File: src/rtl/gcd_fsmd_param.sv
// WIDTH-bit GCD engine (controller FSM + subtract datapath), start/ready in, one-cycle done out.
// Define GCD_ITER_COUNT_EN to add the saturating iter_count output.
module gcd_fsmd_param #(
   parameter int WIDTH = 8,
   parameter int CNT_W = 16
) (
   input  logic             clk,
   input  logic             rst,
   input  logic             start,
   input  logic [WIDTH-1:0] a_in,
   input  logic [WIDTH-1:0] b_in,
   output logic             ready,
   output logic             done,
`ifdef GCD_ITER_COUNT_EN
   output logic [CNT_W-1:0] iter_count,
`endif
   output logic [WIDTH-1:0] gcd_out
);

   if (WIDTH < 2 || CNT_W < 1) begin : g_bad_param
      $error("gcd_fsmd_param: WIDTH must be >= 2 and CNT_W >= 1");
   end

   typedef enum logic [1:0] {S_IDLE, S_CALC, S_DONE} state_t;

   state_t           state_q, state_d;
   logic [WIDTH-1:0] a_q, a_d;
   logic [WIDTH-1:0] b_q, b_d;
   logic [WIDTH-1:0] gcd_q, gcd_d;
   logic             a_lt_b, a_eq_b, any_zero;
   logic [WIDTH-1:0] diff;

`ifdef GCD_ITER_COUNT_EN
   logic [CNT_W-1:0] cnt_q, cnt_d;

   function automatic logic [CNT_W-1:0] sat_inc(input logic [CNT_W-1:0] v);
      return (v == {CNT_W{1'b1}}) ? v : v + CNT_W'(1);
   endfunction
`endif

   // One shared subtractor: always larger minus smaller, so it cannot underflow
   assign a_lt_b   = (a_q < b_q);
   assign a_eq_b   = (a_q == b_q);
   assign any_zero = (a_q == '0) || (b_q == '0);
   assign diff     = a_lt_b ? (b_q - a_q) : (a_q - b_q);

   always_ff @(posedge clk or posedge rst) begin
      if (rst) begin
         state_q <= S_IDLE;
         a_q     <= '0;
         b_q     <= '0;
         gcd_q   <= '0;
`ifdef GCD_ITER_COUNT_EN
         cnt_q   <= '0;
`endif
      end else begin
         state_q <= state_d;
         a_q     <= a_d;
         b_q     <= b_d;
         gcd_q   <= gcd_d;
`ifdef GCD_ITER_COUNT_EN
         cnt_q   <= cnt_d;
`endif
      end
   end

   always_comb begin
      state_d = state_q;
      case (state_q)
         S_IDLE:  if (start) state_d = S_CALC;
         S_CALC:  if (any_zero || a_eq_b) state_d = S_DONE;
         S_DONE:  state_d = S_IDLE;
         default: state_d = S_IDLE;
      endcase
   end

   always_comb begin
      a_d   = a_q;
      b_d   = b_q;
      gcd_d = gcd_q;
`ifdef GCD_ITER_COUNT_EN
      cnt_d = cnt_q;
`endif
      case (state_q)
         S_IDLE: begin
            if (start) begin
               a_d = a_in;
               b_d = b_in;
`ifdef GCD_ITER_COUNT_EN
               cnt_d = '0;
`endif
            end
         end
         S_CALC: begin
            if (any_zero) begin
               gcd_d = a_q | b_q;
            end else if (a_eq_b) begin
               gcd_d = a_q;
            end else begin
               if (a_lt_b) b_d = diff;
               else        a_d = diff;
`ifdef GCD_ITER_COUNT_EN
               cnt_d = sat_inc(cnt_q);
`endif
            end
         end
         default: ;
      endcase
   end

   always_comb begin
      ready   = (state_q == S_IDLE);
      done    = (state_q == S_DONE);
      gcd_out = gcd_q;
`ifdef GCD_ITER_COUNT_EN
      iter_count = cnt_q;
`endif
   end

endmodule

File: config.mk
export PLATFORM = sky130hd
export DESIGN_NAME = gcd_fsmd_param
export DESIGN_NICKNAME = d
export VERILOG_FILES = /design/src/rtl/gcd_fsmd_param.sv
export SDC_FILE = /design/constraint.sdc
export NUM_CORES = 1
export LEC_CHECK = 0
export CORE_UTILIZATION = 56
export CTS_CLUSTER_DIAMETER = 30
export DETAILED_ROUTE_END_ITERATION = 10
export PLACE_DENSITY_LB_ADDON = 0.12
export SKIP_CTS_REPAIR_TIMING = 1
export SLEW_MARGIN = 10
export SYNTH_ARGS = -nofsm -noshare
export SYNTH_HDL_FRONTEND = slang
export SYNTH_SLANG_ARGS = --single-unit
File: constraint.sdc
create_clock -name clk -period 3.12 [get_ports clk]
set_input_delay 0.624 -clock clk [delete_from_list [all_inputs] [get_ports clk]]
set_output_delay 0.624 -clock clk [all_outputs]
set_load 0.1 [all_outputs]
==> flow_summary_export.csv, run 1 <==
group,metric,value,unit
status,status,"finished clean",
setup_path,path_class,"reg -> reg",
setup_path,slowest_stage,"and3_1",
grt,grt_max_degree,27,
timing,fmax,0.358,GHz
drt,wl,4960,µm
die,io-pin-count,29,
drt,viasPerCell,5.67,
die,core-area,0.00369,mm²
finish,area.growth.synth_to_final,15.2,%
timing,relSlewSlack,0.487,
clocking,cts_buffers,3,
setup_path,critPathMaxStageDelay,560,ps
synthesis,synth.net_count,288,
timing,hold_viol,0,
setup_path,path_max_fanout,9,
setup_path,cpMostUsedCell,"mux2i_1",
placed_design,post-dp-hpwl,3710,µm
setup_path,crit_chain,"inv_1 > ha_1 > nor3_2 > o311ai_2 > and3_1 > mux2i_1 > mux2i_1 > a31oi_1",
timing,tns,0,ps
finish,fin_nets,314,
timing,slew_violations,0,
drt,top_layer_used,"met4",
finish,final_common_cell,"nor2_1",
setup_path,worst_ep_required_time,3270,ps
timing,min_period,2790,ps
timing,timing.final.crit_share,0.895,
finish,drive_gt1_frac,0.149,
placed_design,gp_congestion,0.881,
timing,final.setup_skew,5.42,ps
clocking,root_buffer,"clkbuf_8",
synthesis,synth-async-reset-ratio,1.00,
timing,tightest_slew,769,ps
finish,diodes,0,
drt,detail_route.wl_per_cell,15.7,µm
die,die_h,64.4,µm
grt,grt_overflow,0,
synthesis,synth_area_per_cell,8.92,µm²
drt,num_vias,1796,
drt,drc_errors,0,
die,rows,22,
synthesis,yosysWarnings,0,
timing,rsz0062_at_grt,"no",
finish,seq_area,651,µm²
synthesis,synth_enable_flop_cells,0,
clocking,clk_latency,280,ps
die,initial_core_util,0.590,
drt,drt-pass1-iter-count,4,
die,die_x,64.4,µm
synthesis,syn_inst,244,
synthesis,synth.yosys.seq_area_share,0.299,
synthesis,syn_area,0.00218,mm²
min_path,hold_path.class,"reg -> reg",
job,maxCapViolations,0,
drt,drtIter0Drc,95,
finish,mostFrequentLayoutCells,"nor2_1, dfrtp_1, inv_1",
finish,multi_input_area,0.00136,mm²
grt,grt_pass1_wl,8250,µm
clocking,numClockSinks,26,
synthesis,ys_seq_elements,26,
drt,wl_met1,2440,µm
placed_design,port_buffers,28,
finish,fillerInstances,328,
clocking,htree_num_levels,1,
clocking,cts_buffer_depth,2,
clocking,clkSlewWorstSetupHoldPaths,90,ps
setup_path,cp-start-kind,"flip-flop",
synthesis,synth-main-ff-cell,"dfrtp_1",
drt,wl_met3,245,µm
clocking,cts_tree,"built",
grt,grt_pass1_vias,1689,
setup_path,worst_setup_path_end_kind,"flip-flop",
drt,route.met2.wl,2190,µm
grt,antenna_found_initial,0,
synthesis,synth.distinct_cells,41,
grt,grt_use_total,0.266,
drt,ant_nets,0,
die,dieArea,0.00414,mm²
setup_path,arrival,2940,ps
timing,finalSetupViolations,0,
cell type report:
class,count,share of cell area
Multi-Input combinational cell,182,0.543
Sequential cell,26,0.259
Timing Repair Buffer,32,0.114
Inverter,25,0.0374
Tap cell,48,0.0240
Clock buffer,4,0.0220
synthesized netlist by cell type (4+ instances only):
master | number | area (µm²)
mux2i_1 | 7 | 70.1
nor4_1 | 5 | 31.3
buf_2 | 5 | 25.0
a221oi_1 | 4 | 35.0
a31oi_1 | 10 | 62.6
a211oi_1 | 6 | 45.0
nor2b_1 | 4 | 25.0
mux2_2 | 7 | 78.8
nor2_1 | 38 | 143
a21oi_1 | 17 | 85.1
ha_1 | 23 | 288
dfrtp_1 | 26 | 651
inv_1 | 24 | 90.1
nand2_1 | 20 | 75.1
critical path: cells and delay by family (launching register included):
family / cells / cell delay, ps
buf+inv: 1 / 90
compound gates: 2 / 380
fa+ha+maj: 1 / 510
mux: 2 / 590
flops: 1 / 430
simple gates: 2 / 650
sequential cells by signal (all words and copies together) (netlist names):
| register | count |
|---|---|
| b_q | 8 |
| gcd_out | 8 |
| a_q | 8 |
| state_q | 2 |
cells by family after synthesis:
| kind of cell | share of synthesized area |
|---|---|
| and+or+nand+nor | 0.190 |
| AOI/OAI and AO/OA | 0.217 |
| buffers and inverters | 0.0753 |
| DFF | 0.299 |
| adders and majority gates | 0.151 |
| muxes | 0.0684 |
final timing paths:
path / start / end / slack, ps / cells past startpoint
max in group asynchronous: rst / a_q[5] / 2160 / 3
hold / removal: gcd_out[1] / gcd_out[1] / 510 / 1
setup / recovery: a_q[3] / b_q[6] / 330 / 8
min in group asynchronous: rst / gcd_out[3] / 700 / 3
setup reg to reg: a_q[3] / b_q[6] / 330 / 8
hold reg to reg: gcd_out[1] / gcd_out[1] / 510 / 1
per-stage QoR:
stage,setup WS [ps],utilization,instances,hold WS (ps),area (µm²)
floorplan,481,-,244,536,2180
global placement,445,0.665,313,490,2450
detailed placement,386,0.665,313,497,2450
CTS,372,0.680,317,518,2510
global route,97.1,0.680,317,530,2510
finish,327,0.680,317,514,2510
metal layers:
layer,GRT usage,up-vias
met5,0,-
met4,0.122,0
met3,0.0375,7
met2,0.378,49
met1,0.395,845
li1,-,895
Power of run 1 is not shown: default switching activity piles up to over one toggle a cycle in this logic, so the estimate is an artifact.
==> run 2: changes to the inputs <==
--- a/config.mk
+++ b/config.mk
@@ -6,5 +6,6 @@
 export NUM_CORES = 1
 export LEC_CHECK = 0
-export CORE_UTILIZATION = 56
+export ABC_AREA = 1
+export CORE_UTILIZATION = 57
 export CTS_CLUSTER_DIAMETER = 30
 export DETAILED_ROUTE_END_ITERATION = 10
==> constraint.sdc (replaced) <==
create_clock -name clk -period 3.12 [get_ports clk]
set_input_delay 0.468 -clock clk [delete_from_list [all_inputs] [get_ports clk]]
set_output_delay 0.468 -clock clk [all_outputs]
set_load 0.1 [all_outputs]
==> flow_summary_export.csv, run 2 <==
group,metric,value,unit
status,status,"finished clean",
drt,drt-pass1-iter-count,6,
timing,timing.final.crit_share,0.729,
synthesis,synth.yosys.seq_area_share,0.271,
placed_design,placed_cells,411,
placed_design,gp_congestion,0.914,
finish,mostFrequentLayoutCells,"nand2_1, inv_1, nor2_1",
setup_path,r2r-end,"a_q[5]",
finish,drive_gt1_frac,0.148,
timing,tightest_slew,1020,ps
clocking,htree_num_levels,1,
grt,grt_use_total,0.276,
drt,ant_nets,0,
drt,drc_errors,0,
synthesis,synth_area_leader_cell,"dfrtp_1",
drt,wl,5610,µm
setup_path,r2r_start,"a_q[0]",
synthesis,synth_enable_flop_cells,0,
finish,fin_cells,415,
synthesis,netlist.area_leader.share,0.271,
grt,grt_pass1_vias,1969,
synthesis,synth_top_cells_by_area,"dfrtp_1, nand2_1, ha_1, inv_1, nor2_1",
placed_design,post-dp-hpwl,4450,µm
clocking,clk_latency,270,ps
setup_path,arrival,2480,ps
timing,final.setup_skew,2.86,ps
die,initial_core_util,0.596,
grt,antenna_found_initial,0,
die,die_h,66.9,µm
drt,wl_met3,311,µm
synthesis,synth-async-reset-ratio,1.00,
grt,grt_max_degree,27,
drt,detail_route.wl_per_cell,13.5,µm
grt,grt_overflow,0,
synthesis,synth_commonest_cells,"nand2_1, inv_1, nor2_1",
timing,finalSetupViolations,0,
timing,relSlewSlack,0.318,
die,io-pin-count,29,
clocking,cts_tree,"built",
synthesis,synth_area_per_cell,7.13,µm²
drt,wl_met1,2620,µm
clocking,numClockSinks,26,
synthesis,syn_inst,337,
clocking,root_buffer,"clkbuf_8",
drt,top_layer_used,"met4",
timing,slew_violations,0,
min_path,hold_path.class,"reg -> reg",
synthesis,synth.distinct_cells,35,
drt,drtIter0Drc,139,
synthesis,synth-main-ff-cell,"dfrtp_1",
die,dieArea,0.00448,mm²
setup_path,reg2reg_depth,14,
min_path,hold_path_depth,2,
placed_design,dpl_cell_area,0.00269,mm²
drt,num_vias,2116,
min_path,hold_end,"gcd_out[4]",
finish,area.growth.synth_to_final,14.3,%
timing,fmax,0.440,GHz
timing,tns,0,ps
timing,hold_viol,0,
setup_path,path_max_fanout,10,
job,maxCapViolations,0,
finish,final_common_cell,"nand2_1",
finish,design_area,0.00275,mm²
die,core-area,0.00403,mm²
grt,grt_pass1_wl,9230,µm
drt,viasPerCell,5.10,
placed_design,port_buffers,28,
synthesis,syn_area,0.00240,mm²
min_path,hp-start,"gcd_out[4]",
setup_path,worst_ep_required_time,3330,ps
synthesis,synth.net_count,381,
finish,fin_util,0.681,
synthesis,synth_most_common_cell,"nand2_1",
synthesis,ys_seq_elements,26,
finish,diodes,0,
timing,min_period,2270,ps
setup_path,cp-start-kind,"flip-flop",
finish,fin_nets,410,
setup_path,worst_setup_path_end_kind,"flip-flop",
drt,route.met2.wl,2620,µm
clocking,cts_buffers,3,
setup_path,r2r_setup_slack,850,ps
die,die_x,66.9,µm
clocking,clkSlewWorstSetupHoldPaths,100,ps
die,rows,23,
timing,rsz0062_at_grt,"no",
setup_path,path_class,"reg -> reg",
synthesis,yosysWarnings,0,
clocking,cts_buffer_depth,2,
[run 2: changes by cell type after synthesis, sizes merged, moves of 8 or more]
cell | before | now
nand2 | 21 | 124
inv | 25 | 50
a31oi | 12 | 0
nand3 | 3 | 15
o21ai | 2 | 14
nor2 | 38 | 46
[run 2: area by class of cell]
type | instances | area (µm²)
Multi-Input combinational cell | 257 | 1520
Fill cell | 346 | 1280
Sequential cell | 26 | 651
Timing Repair Buffer | 28 | 255
Inverter | 50 | 205
Tap cell | 50 | 62.6
Clock buffer | 4 | 55.1
[run 2: worst max-delay path by stage]
stage	from	endpoint	slack, ps	cells after the start
after floorplan	state_q[0]	a_q[6]	460	6
after global placement	a_q[0]	a_q[5]	890	14
after detailed placement	a_q[0]	a_q[6]	890	14
after CTS	a_q[0]	a_q[5]	850	14
after global routing	a_q[0]	a_q[5]	740	14
final	a_q[0]	a_q[5]	850	14
[run 2: per-stage QoR]
stage	hold slack, ps	worst slack (ps)
after detailed placement	474	888
after floorplan	474	458
after global routing	522	737
after global placement	468	888
final	492	846
after CTS	498	847
[run 2: worst max-delay path: stages (launching register included)]
cell and delay, ps:
dfrtp_1 420, inv_1 110, ha_1 240, fa_1 400
inv_1 130, nand2_2 70, nand3_2 100, nand2_4 60
nand2_4 150, nor2_4 60, inv_4 90, nand2_8 100
inv_8 130, nor2_4 40, a21oi_2 100
[run 2: logic make-up (layout without fill, tap and decap cells)]
logic type,count (synthesis),after routing,share of synthesized area
simple gates,189,189,0.383
compound gates,38,38,0.0932
buf+inv,54,82,0.0979
fa+ha+maj,25,25,0.136
xor+xnor,5,5,0.0182
flops,26,26,0.271
[run 2: routing by layer]
layer,GRT usage,vias to the layer above
li1,-,1093
met1,0.389,945
met2,0.457,70
met3,0.0223,8
met4,0.0559,0
met5,0,-
Power of run 2 is left out for the same reason.
